--- src/rtl/fetch_pkg.sv ---
`default_nettype none
// ============================================================================
//  Module   : fetch_pkg
//  Brief    : Shared widths, FSM state codes and helpers for the IF-stage
//             fetch sequencer.
//  Revision : 1.0  initial release
// ============================================================================
package fetch_pkg;

  localparam int WORD_W     = 32;
  localparam int IMEM_IDX_W = 12;

  localparam logic [WORD_W-1:0] NOP_WORD_DEF = '0;

  // Sequencer states; encoding is fixed so external debug tools can decode it
  localparam logic [1:0] ST_LOAD  = 2'd0;
  localparam logic [1:0] ST_RUN   = 2'd1;
  localparam logic [1:0] ST_DRAIN = 2'd2;
  localparam logic [1:0] ST_HALT  = 2'd3;

  // Full word index of a byte address (all upper bits kept so range checks
  // cannot alias into the memory window)
  function automatic logic [WORD_W-1:0] word_index(input logic [WORD_W-1:0] byte_addr);
    return {2'b00, byte_addr[WORD_W-1:2]};
  endfunction

endpackage
`default_nettype wire

--- src/rtl/fetch_pc_next.sv ---
`default_nettype none
// ============================================================================
//  Module   : fetch_pc_next
//  Brief    : Combinational next-PC select: branch target (word aligned),
//             hold on stall, or sequential PC+4.
//  Revision : 1.0  initial release
// ============================================================================
module fetch_pc_next
  import fetch_pkg::*;
(
  input  logic [WORD_W-1:0] pc,
  input  logic              branch_taken,
  input  logic              stall,
  input  logic [WORD_W-1:0] branch_target,
  output logic [WORD_W-1:0] pc_plus_four,
  output logic [WORD_W-1:0] pc_next
);

  assign pc_plus_four = pc + 32'd4;

  // Branch beats stall; the target's low bits are dropped to keep PC aligned
  always_comb begin
    pc_next = pc_plus_four;
    if (branch_taken) begin
      pc_next = {branch_target[WORD_W-1:2], 2'b00};
    end else if (stall) begin
      pc_next = pc;
    end
  end

endmodule
`default_nettype wire

--- src/rtl/fetch_sequencer.sv ---
`default_nettype none
// ============================================================================
//  Module   : fetch_sequencer
//  Brief    : MIPS IF-stage owner of PC and the instruction memory port.
//             Loads a program, fetches with stall/branch handling, drains
//             the pipeline and halts on request or on a fetch fault.
//  Revision : 1.0  initial release
// ============================================================================
module fetch_sequencer
  import fetch_pkg::*;
#(
  parameter int                IMEM_DEPTH   = 4000,
  parameter logic [WORD_W-1:0] RESET_PC     = '0,
  parameter int                DRAIN_CYCLES = 4,
  parameter logic [WORD_W-1:0] NOP_WORD     = NOP_WORD_DEF
) (
  input  logic                  clk,
  input  logic                  rst,
  input  logic                  load_valid,
  input  logic [WORD_W-1:0]     load_addr,
  input  logic [WORD_W-1:0]     load_data,
  output logic                  load_ready,
  output logic                  load_err,
  input  logic                  run_start,
  input  logic                  halt_req,
  input  logic                  stall,
  input  logic                  branch_taken,
  input  logic [WORD_W-1:0]     branch_target,
  output logic [IMEM_IDX_W-1:0] imem_addr,
  output logic                  imem_we,
  output logic [WORD_W-1:0]     imem_wdata,
  input  logic [WORD_W-1:0]     imem_rdata,
  output logic [WORD_W-1:0]     if_instruction,
  output logic [WORD_W-1:0]     if_pc_plus_four,
  output logic                  if_valid,
  output logic [WORD_W-1:0]     pc,
  output logic                  fault,
  output logic [WORD_W-1:0]     fetch_count
);

  localparam int                DRAIN_W    = (DRAIN_CYCLES > 0) ? $clog2(DRAIN_CYCLES + 1) : 1;
  localparam logic [DRAIN_W-1:0] DRAIN_LAST = DRAIN_W'(DRAIN_CYCLES);
  localparam logic [WORD_W-1:0]  DEPTH_WORDS = WORD_W'(IMEM_DEPTH);

  logic [1:0]         state_q, state_d;
  logic [WORD_W-1:0]  pc_q, pc_d;
  logic               load_err_q, load_err_d;
  logic               fault_q, fault_d;
  logic [WORD_W-1:0]  fetch_count_q, fetch_count_d;
  logic [DRAIN_W-1:0] drain_cnt_q, drain_cnt_d;

  logic [WORD_W-1:0]  pc_next;
  logic [WORD_W-1:0]  pc_plus_four;
  logic               pc_oob;
  logic               load_in_range;
  logic [DRAIN_W-1:0] drain_inc;

  assign pc_oob        = word_index(pc_q) >= DEPTH_WORDS;
  assign load_in_range = word_index(load_addr) < DEPTH_WORDS;
  assign drain_inc     = drain_cnt_q + DRAIN_W'(1);

  fetch_pc_next u_pc_next (
    .pc            (pc_q),
    .branch_taken  (branch_taken),
    .stall         (stall),
    .branch_target (branch_target),
    .pc_plus_four  (pc_plus_four),
    .pc_next       (pc_next)
  );

  // Memory port mux and IF/ID handshake; reset masks every side effect
  always_comb begin
    load_ready = 1'b0;
    imem_we    = 1'b0;
    imem_wdata = load_data;
    imem_addr  = pc_q[IMEM_IDX_W+1:2];
    if_valid   = 1'b0;
    case (state_q)
      ST_LOAD: begin
        load_ready = 1'b1;
        imem_addr  = load_addr[IMEM_IDX_W+1:2];
        imem_we    = load_valid && load_in_range;
      end
      ST_RUN: begin
        if_valid = !pc_oob && !branch_taken;
      end
      default: begin
      end
    endcase
    if (rst) begin
      load_ready = 1'b0;
      imem_we    = 1'b0;
      if_valid   = 1'b0;
    end
  end

  assign if_instruction  = if_valid ? imem_rdata : NOP_WORD;
  assign if_pc_plus_four = pc_plus_four;
  assign pc              = pc_q;
  assign load_err        = load_err_q;
  assign fault           = fault_q;
  assign fetch_count     = fetch_count_q;

  // Next-state, PC, sticky flags and counters
  always_comb begin
    state_d       = state_q;
    pc_d          = pc_q;
    load_err_d    = load_err_q;
    fault_d       = fault_q;
    fetch_count_d = fetch_count_q;
    drain_cnt_d   = '0;
    case (state_q)
      ST_LOAD: begin
        // Out-of-range words are still accepted, only the write is dropped
        if (load_valid && !load_in_range) begin
          load_err_d = 1'b1;
        end
        if (run_start) begin
          state_d = ST_RUN;
        end
      end
      ST_RUN: begin
        if (pc_oob) begin
          fault_d = 1'b1;
          state_d = ST_HALT;
        end else begin
          pc_d = pc_next;
          if (!branch_taken && !stall && (fetch_count_q != '1)) begin
            fetch_count_d = fetch_count_q + 32'd1;
          end
          if (halt_req) begin
            state_d = ST_DRAIN;
          end
        end
      end
      ST_DRAIN: begin
        drain_cnt_d = drain_inc;
        if (drain_inc >= DRAIN_LAST) begin
          state_d = ST_HALT;
        end
      end
      default: begin
        // HALT: resume wins over a new load; the triggering load word is not taken
        if (run_start) begin
          state_d = ST_RUN;
        end else if (load_valid) begin
          state_d = ST_LOAD;
          pc_d    = RESET_PC;
        end
      end
    endcase
  end

  // State registers with synchronous reset
  always_ff @(posedge clk) begin
    if (rst) begin
      state_q       <= ST_LOAD;
      pc_q          <= RESET_PC;
      load_err_q    <= 1'b0;
      fault_q       <= 1'b0;
      fetch_count_q <= '0;
      drain_cnt_q   <= '0;
    end else begin
      state_q       <= state_d;
      pc_q          <= pc_d;
      load_err_q    <= load_err_d;
      fault_q       <= fault_d;
      fetch_count_q <= fetch_count_d;
      drain_cnt_q   <= drain_cnt_d;
    end
  end

endmodule
`default_nettype wire

--- config.mk ---
export PLATFORM = sky130hd
export DESIGN_NAME = fetch_sequencer
export DESIGN_NICKNAME = d
export VERILOG_FILES = /design/src/rtl/fetch_pkg.sv /design/src/rtl/fetch_pc_next.sv /design/src/rtl/fetch_sequencer.sv
export SDC_FILE = /design/constraint.sdc
export NUM_CORES = 1
export LEC_CHECK = 0
export ABC_AREA = 1
export CAP_MARGIN = 20
export CORE_UTILIZATION = 30
export DETAILED_ROUTE_END_ITERATION = 12
export RECOVER_POWER = 50
export SYNTH_ARGS = -nofsm -noshare
export SYNTH_HDL_FRONTEND = slang
export SYNTH_SLANG_ARGS = --single-unit
export TNS_END_PERCENT = 20
--- constraint.sdc ---
create_clock -name clk -period 2.4 [get_ports clk]
set_input_delay 0.48 -clock clk [delete_from_list [all_inputs] [get_ports clk]]
set_output_delay 0.48 -clock clk [all_outputs]
set_load 0.02 [all_outputs]
* Yosys cells after proc, flatten, opt, wreduce, memory -nomap -nowiden *
Index checks and enable logic that the tools add are counted.

cells by class
  add/sub/neg operators = 3
  magnitude comparators = 3
  equality and inequality tests = 9
  mux-type cells = 21
  bitwise logic cells = 3
  reduce and logical (&&, ||, !) cells = 19

operator list
  operator                                                             count
  two-way mux 32 bit                                                   6
  one-hot mux 32 bit (2 select lines)                                  1
  adder 32 x 1 -> 32 bit, second input constant                        1
  adder 32 x 3 -> 32 bit, second input constant                        1
  inequality test 32 bit, second input constant                        1
  greater-or-equal comparator 30 x 12 -> 1 bit, second input constant  1
  less-than comparator 30 x 12 -> 1 bit, second input constant         1
  two-way mux 12 bit                                                   1
  two-way mux 2 bit                                                    6
  two-way mux 1 bit                                                    6
  inequality test 2 bit, second input constant                         3
  inequality test 3 bit, second input constant                         2
  one-hot mux 2 bit (3 select lines)                                   1
  logical AND 1 bit                                                    5
  AND reduction 5 bit                                                  1
  zero test 1 bit                                                      4
  AND reduction 2 bit                                                  2
  AND reduction 4 bit                                                  1
  nonzero test 4 bit                                                   1
  OR reduction 2 bit                                                   2
  adder 3 x 1 -> 3 bit, second input constant                          1
  greater-or-equal comparator 3 bit, second input constant             1
  NOT 1 bit                                                            3
  AND reduction 3 bit                                                  1
  5 further kinds                                                      5

word-level totals
  bits in registers = 71
  input bits = 135
  output and inout port bits = 177
  logic and storage cells = 64

* Depth between registers and ports, before layout *
  depth in word-level cells = 6
  mapped depth = 12
  mapped depth without buffers = 11

* Modules after synthesis *
From an unflattened synthesis, not the netlist that was laid out.

second synthesis, totals
  cells, all modules = 1077
  area, all modules = 6153.4 sq um

modules (own cells, without submodules)
  module           instances  cells each  area each (sq um)  sequential area each (sq um)
  fetch_sequencer  1          725         4565.6             1421.4
  fetch_pc_next    1          352         1587.8             0.0

* Least setup slack after synthesis *
Ideal clock, no wire load.

  path kind = register to output
  start point = register pc_q[2], in the netlist pc[2]
  end point = output port if_pc_plus_four[18]
  arrival time = 1.762 ns
  data required time = 1.920 ns
  setup slack = 0.158 ns
  stages on the path, launching flop included = 7
  path buffers = 0
  cell sequence = dfxtp_1 ha_1 nand2_1 nor2_1 nand2_1 o21ai_0 and2_1

on the way
  word-level cells in the longest chain between the ends = 1

ends and longest elaborated chain
  element                   line                    RTL
  start: declaration        fetch_sequencer.sv:46   logic [WORD_W-1:0] pc_q, pc_d;
  start signal: assignment  fetch_sequencer.sv:165  pc_q <= pc_d;
  adder 32 x 3 -> 32 bit    fetch_pc_next.sv:19     assign pc_plus_four = pc + 32'd4;
  end: declaration          fetch_sequencer.sv:34   output logic [WORD_W-1:0] if_pc_plus_four,

Every way passes these cells.

* Final worst setup path *
  start point = register pc_q[3], in the netlist pc[3]
  end point = output port if_pc_plus_four[22]

Same word-level chain as after synthesis.

==> impl_metrics.env <==
export IMPL_fin_nets=1455
export IMPL_cts_buffers=9
export IMPL_overflow=0
export IMPL_status="finished clean"
export IMPL_diodes=0
export IMPL_syn_mean_instance_area_um2=5.64
export IMPL_worstPathRequired_ns=1.92
export IMPL_clockBufferDepth=2
export IMPL_worst_pin_slew_ns=0.606
export IMPL_antenna_found_initial=0
export IMPL_die_area_mm2=0.0199
export IMPL_fmax_ghz=0.418
export IMPL_port_buffers=239
export IMPL_synth_edff_count=0
export IMPL_fin_skew_ns=0.00658
export IMPL_fillers=1967
export IMPL_hold_viol_final=0
export IMPL_rsz0062_at_grt="yes"
export IMPL_yosys_warnings=0
export IMPL_grt_pass1_vias=6908
export IMPL_drtPass1Iterations=5
export IMPL_areaGrowthSynthToFinish_pct=56.8
export IMPL_io_pins=312
export IMPL_insertion_delay_ns=0.34
export IMPL_async_reset_ff_share_pct=0
export IMPL_worst_path_max_fanout=3
export IMPL_viasPerCell=4.60
export IMPL_peakVddDrop_mv=0.462
export IMPL_yosys_top_cells_area="dfxtp_1 24%, nand2_1 23%, nor2_1 11%"
export IMPL_cts_sinks=69
export IMPL_placed_cells=1559
export IMPL_cts_root_buf="clkbuf_16"
export IMPL_hp_class="register to register"
export IMPL_finalCritPeriodShare_pct=99.7
export IMPL_synth_top_flop_cell="dfxtp_1"
export IMPL_post_synth_top_count_cell="nand2_1"
export IMPL_gp_congestion=0.933
export IMPL_cts_tree="yes"
export IMPL_yosysSeqAreaShare_pct=23.8
export IMPL_synth_area_mm2=0.00582
export IMPL_period_needed_ns=2.39
export IMPL_num_rows=50
export IMPL_grtUsageTotal_pct=22.8
export IMPL_die_width_um=141
export IMPL_leakage_nw=4.22
export IMPL_drive_gt1_share_pct=18.5
export IMPL_max_slew_margin_pct=59.5
export IMPL_clk_pin_slew_ns=0.06
export IMPL_fin_cells=1577
export IMPL_worst_setup_path_end_kind="output pin"
export IMPL_start_util_pct=30.9
export IMPL_ys_ff_latch=69
export IMPL_drt_total_wl_mm=22.6
export IMPL_die_y_um=141
export IMPL_dpl_hpwl_mm=17.7
export IMPL_drc=0
export IMPL_wl_per_cell_um=14.3
export IMPL_drtIter0Drc=410
export IMPL_synth_top_cell_area_share_pct=23.8
export IMPL_synth_common_cells="353 x nand2_1, 173 x nor2_1, 103 x inv_1"
export IMPL_finalPower_mw=5.83
export IMPL_htree_levels=3
export IMPL_worstSetupStartpointType="register"
export IMPL_yosysUniqueCellTypes=34
export IMPL_core_area_mm2=0.0188
export IMPL_finalSetupViolations=0
export IMPL_worst_hold_slack_ns=0.436
export IMPL_grt_pass1_wl_mm=35.5
export IMPL_drv_slew=0
export IMPL_syn_instance_count=1032
export IMPL_maxCapViolations=0
export IMPL_worstSetupPathType="register to output pin"
export IMPL_ant_nets=0
export IMPL_grt_max_degree=46
export IMPL_yosys_area_top_type="dfxtp_1"
export IMPL_r2r_setup_slack_ns=0.25
export IMPL_vias=7253
export IMPL_cp_arrival_ns=1.91
export IMPL_p_per_area_mw_per_mm2=639
[cells in the final DEF, fill, tap and decap left out, drive strengths merged]
cell	Yosys	final
nand2	358	358
nor2	181	181
buf	54	138
inv	107	108
clkdlybuf4s50	0	106
nand3	86	86
dfxtp	69	69
dlygate4sd3	0	57
a21oi	54	54
o21ai	37	37
clkbuf	16	19
xor2	18	18
dlygate4sd2	0	17
nand3b	12	12
and2	9	9
clkdlybuf4s15	0	8
ha	8	8
nand4	6	6
xnor2	4	4
conb	1	4
nor4	3	3
nor3	3	3
clkinv	0	3
o21a	2	2
dlymetal6s2s	0	2
o21bai	1	1
o211ai	1	1
and3	1	1
a22oi	1	1
clkinvlp	0	1
[final timing paths]
check,startpoint,end,depth (start not counted)
worst max-delay path,pc[3],if_pc_plus_four[22],8
worst min-delay path,drain_cnt_q[0],drain_cnt_q[0],1
worst max register to register,pc[19],fetch_count[23],11
worst min register to register,drain_cnt_q[0],drain_cnt_q[0],1
[stage by stage]
| stage | cell area, um^2 | utilization (%) | worst slack, ns | setup TNS [ns] |
|---|---|---|---|---|
| floorplan | 5830 | - | 0.158 | 0 |
| global placement | 8830 | 46.9 | -0.311 | -10.86 |
| detailed placement | 8830 | 46.9 | -0.314 | -11.01 |
| CTS | 8990 | 47.7 | -0.0898 | -0.268 |
| global route | 9120 | 48.4 | -0.108 | -2.76 |
| finish | 9120 | 48.4 | 0.00601 | 0 |
[registers in the layout, summed over array words and instances (netlist names)]
signal       count
fault            1
fetch_count     32
pc              30
drain_cnt_q      3
state_q          2
load_err         1
[cells by family after synthesis]
family	share of synthesized area [%]
xor+xnor	3.31
compound gates	8.54
flops	23.8
other cells	0.0645
buf+inv	15.1
simple gates	47.5
fa+ha+maj	1.72
[layout make-up]
type / count / area (um^2) / area share (%)
inverters: 107 / 402 / 4.40
well taps: 260 / 325 / 3.57
flip-flops and latches: 69 / 1400 / 15.3
repair buffers: 336 / 3020 / 33.1
clock buffers: 11 / 243 / 2.66
clock inverters: 5 / 35.0 / 0.384
multi-input cells: 789 / 3700 / 40.6
[per-layer routing]
metal / GRT usage, % / up-vias / share of wire [%]
li1: - / 3727 / -
met1: 28.5 / 3225 / 44
met2: 38.1 / 257 / 46
met3: 5.16 / 44 / 6.9
met4: 8.47 / 0 / 3.0
met5: 0 / - / 0
[power breakdown]
group,total [mW],internal (mW),leakage [nW],switching [mW]
Sequential,1.42,1.29,0.563,0.131
Combinational,3.12,1.28,3.52,1.85
Clock,1.28,0.731,0.136,0.553
[critical path, stage by stage (launching register included)]
cell             delay, ns
dfxtp_2               0.35
ha_2                  0.20
nand2_1               0.11
nor2_4                0.13
buf_4                 0.13
buf_4                 0.14
nand3_1               0.10
and2_1                0.17
clkdlybuf4s15_2       0.25
[repair_timing]
item                       4_1_cts  5_1_grt
setup endpoints to repair       73       62
gates cloned                     0        0
hold buffers                     0        0
buffers inserted                 1        1
pin swaps                        1        7
resized for setup              222      104
No activity file was read; power rests on OpenSTA's default activity.
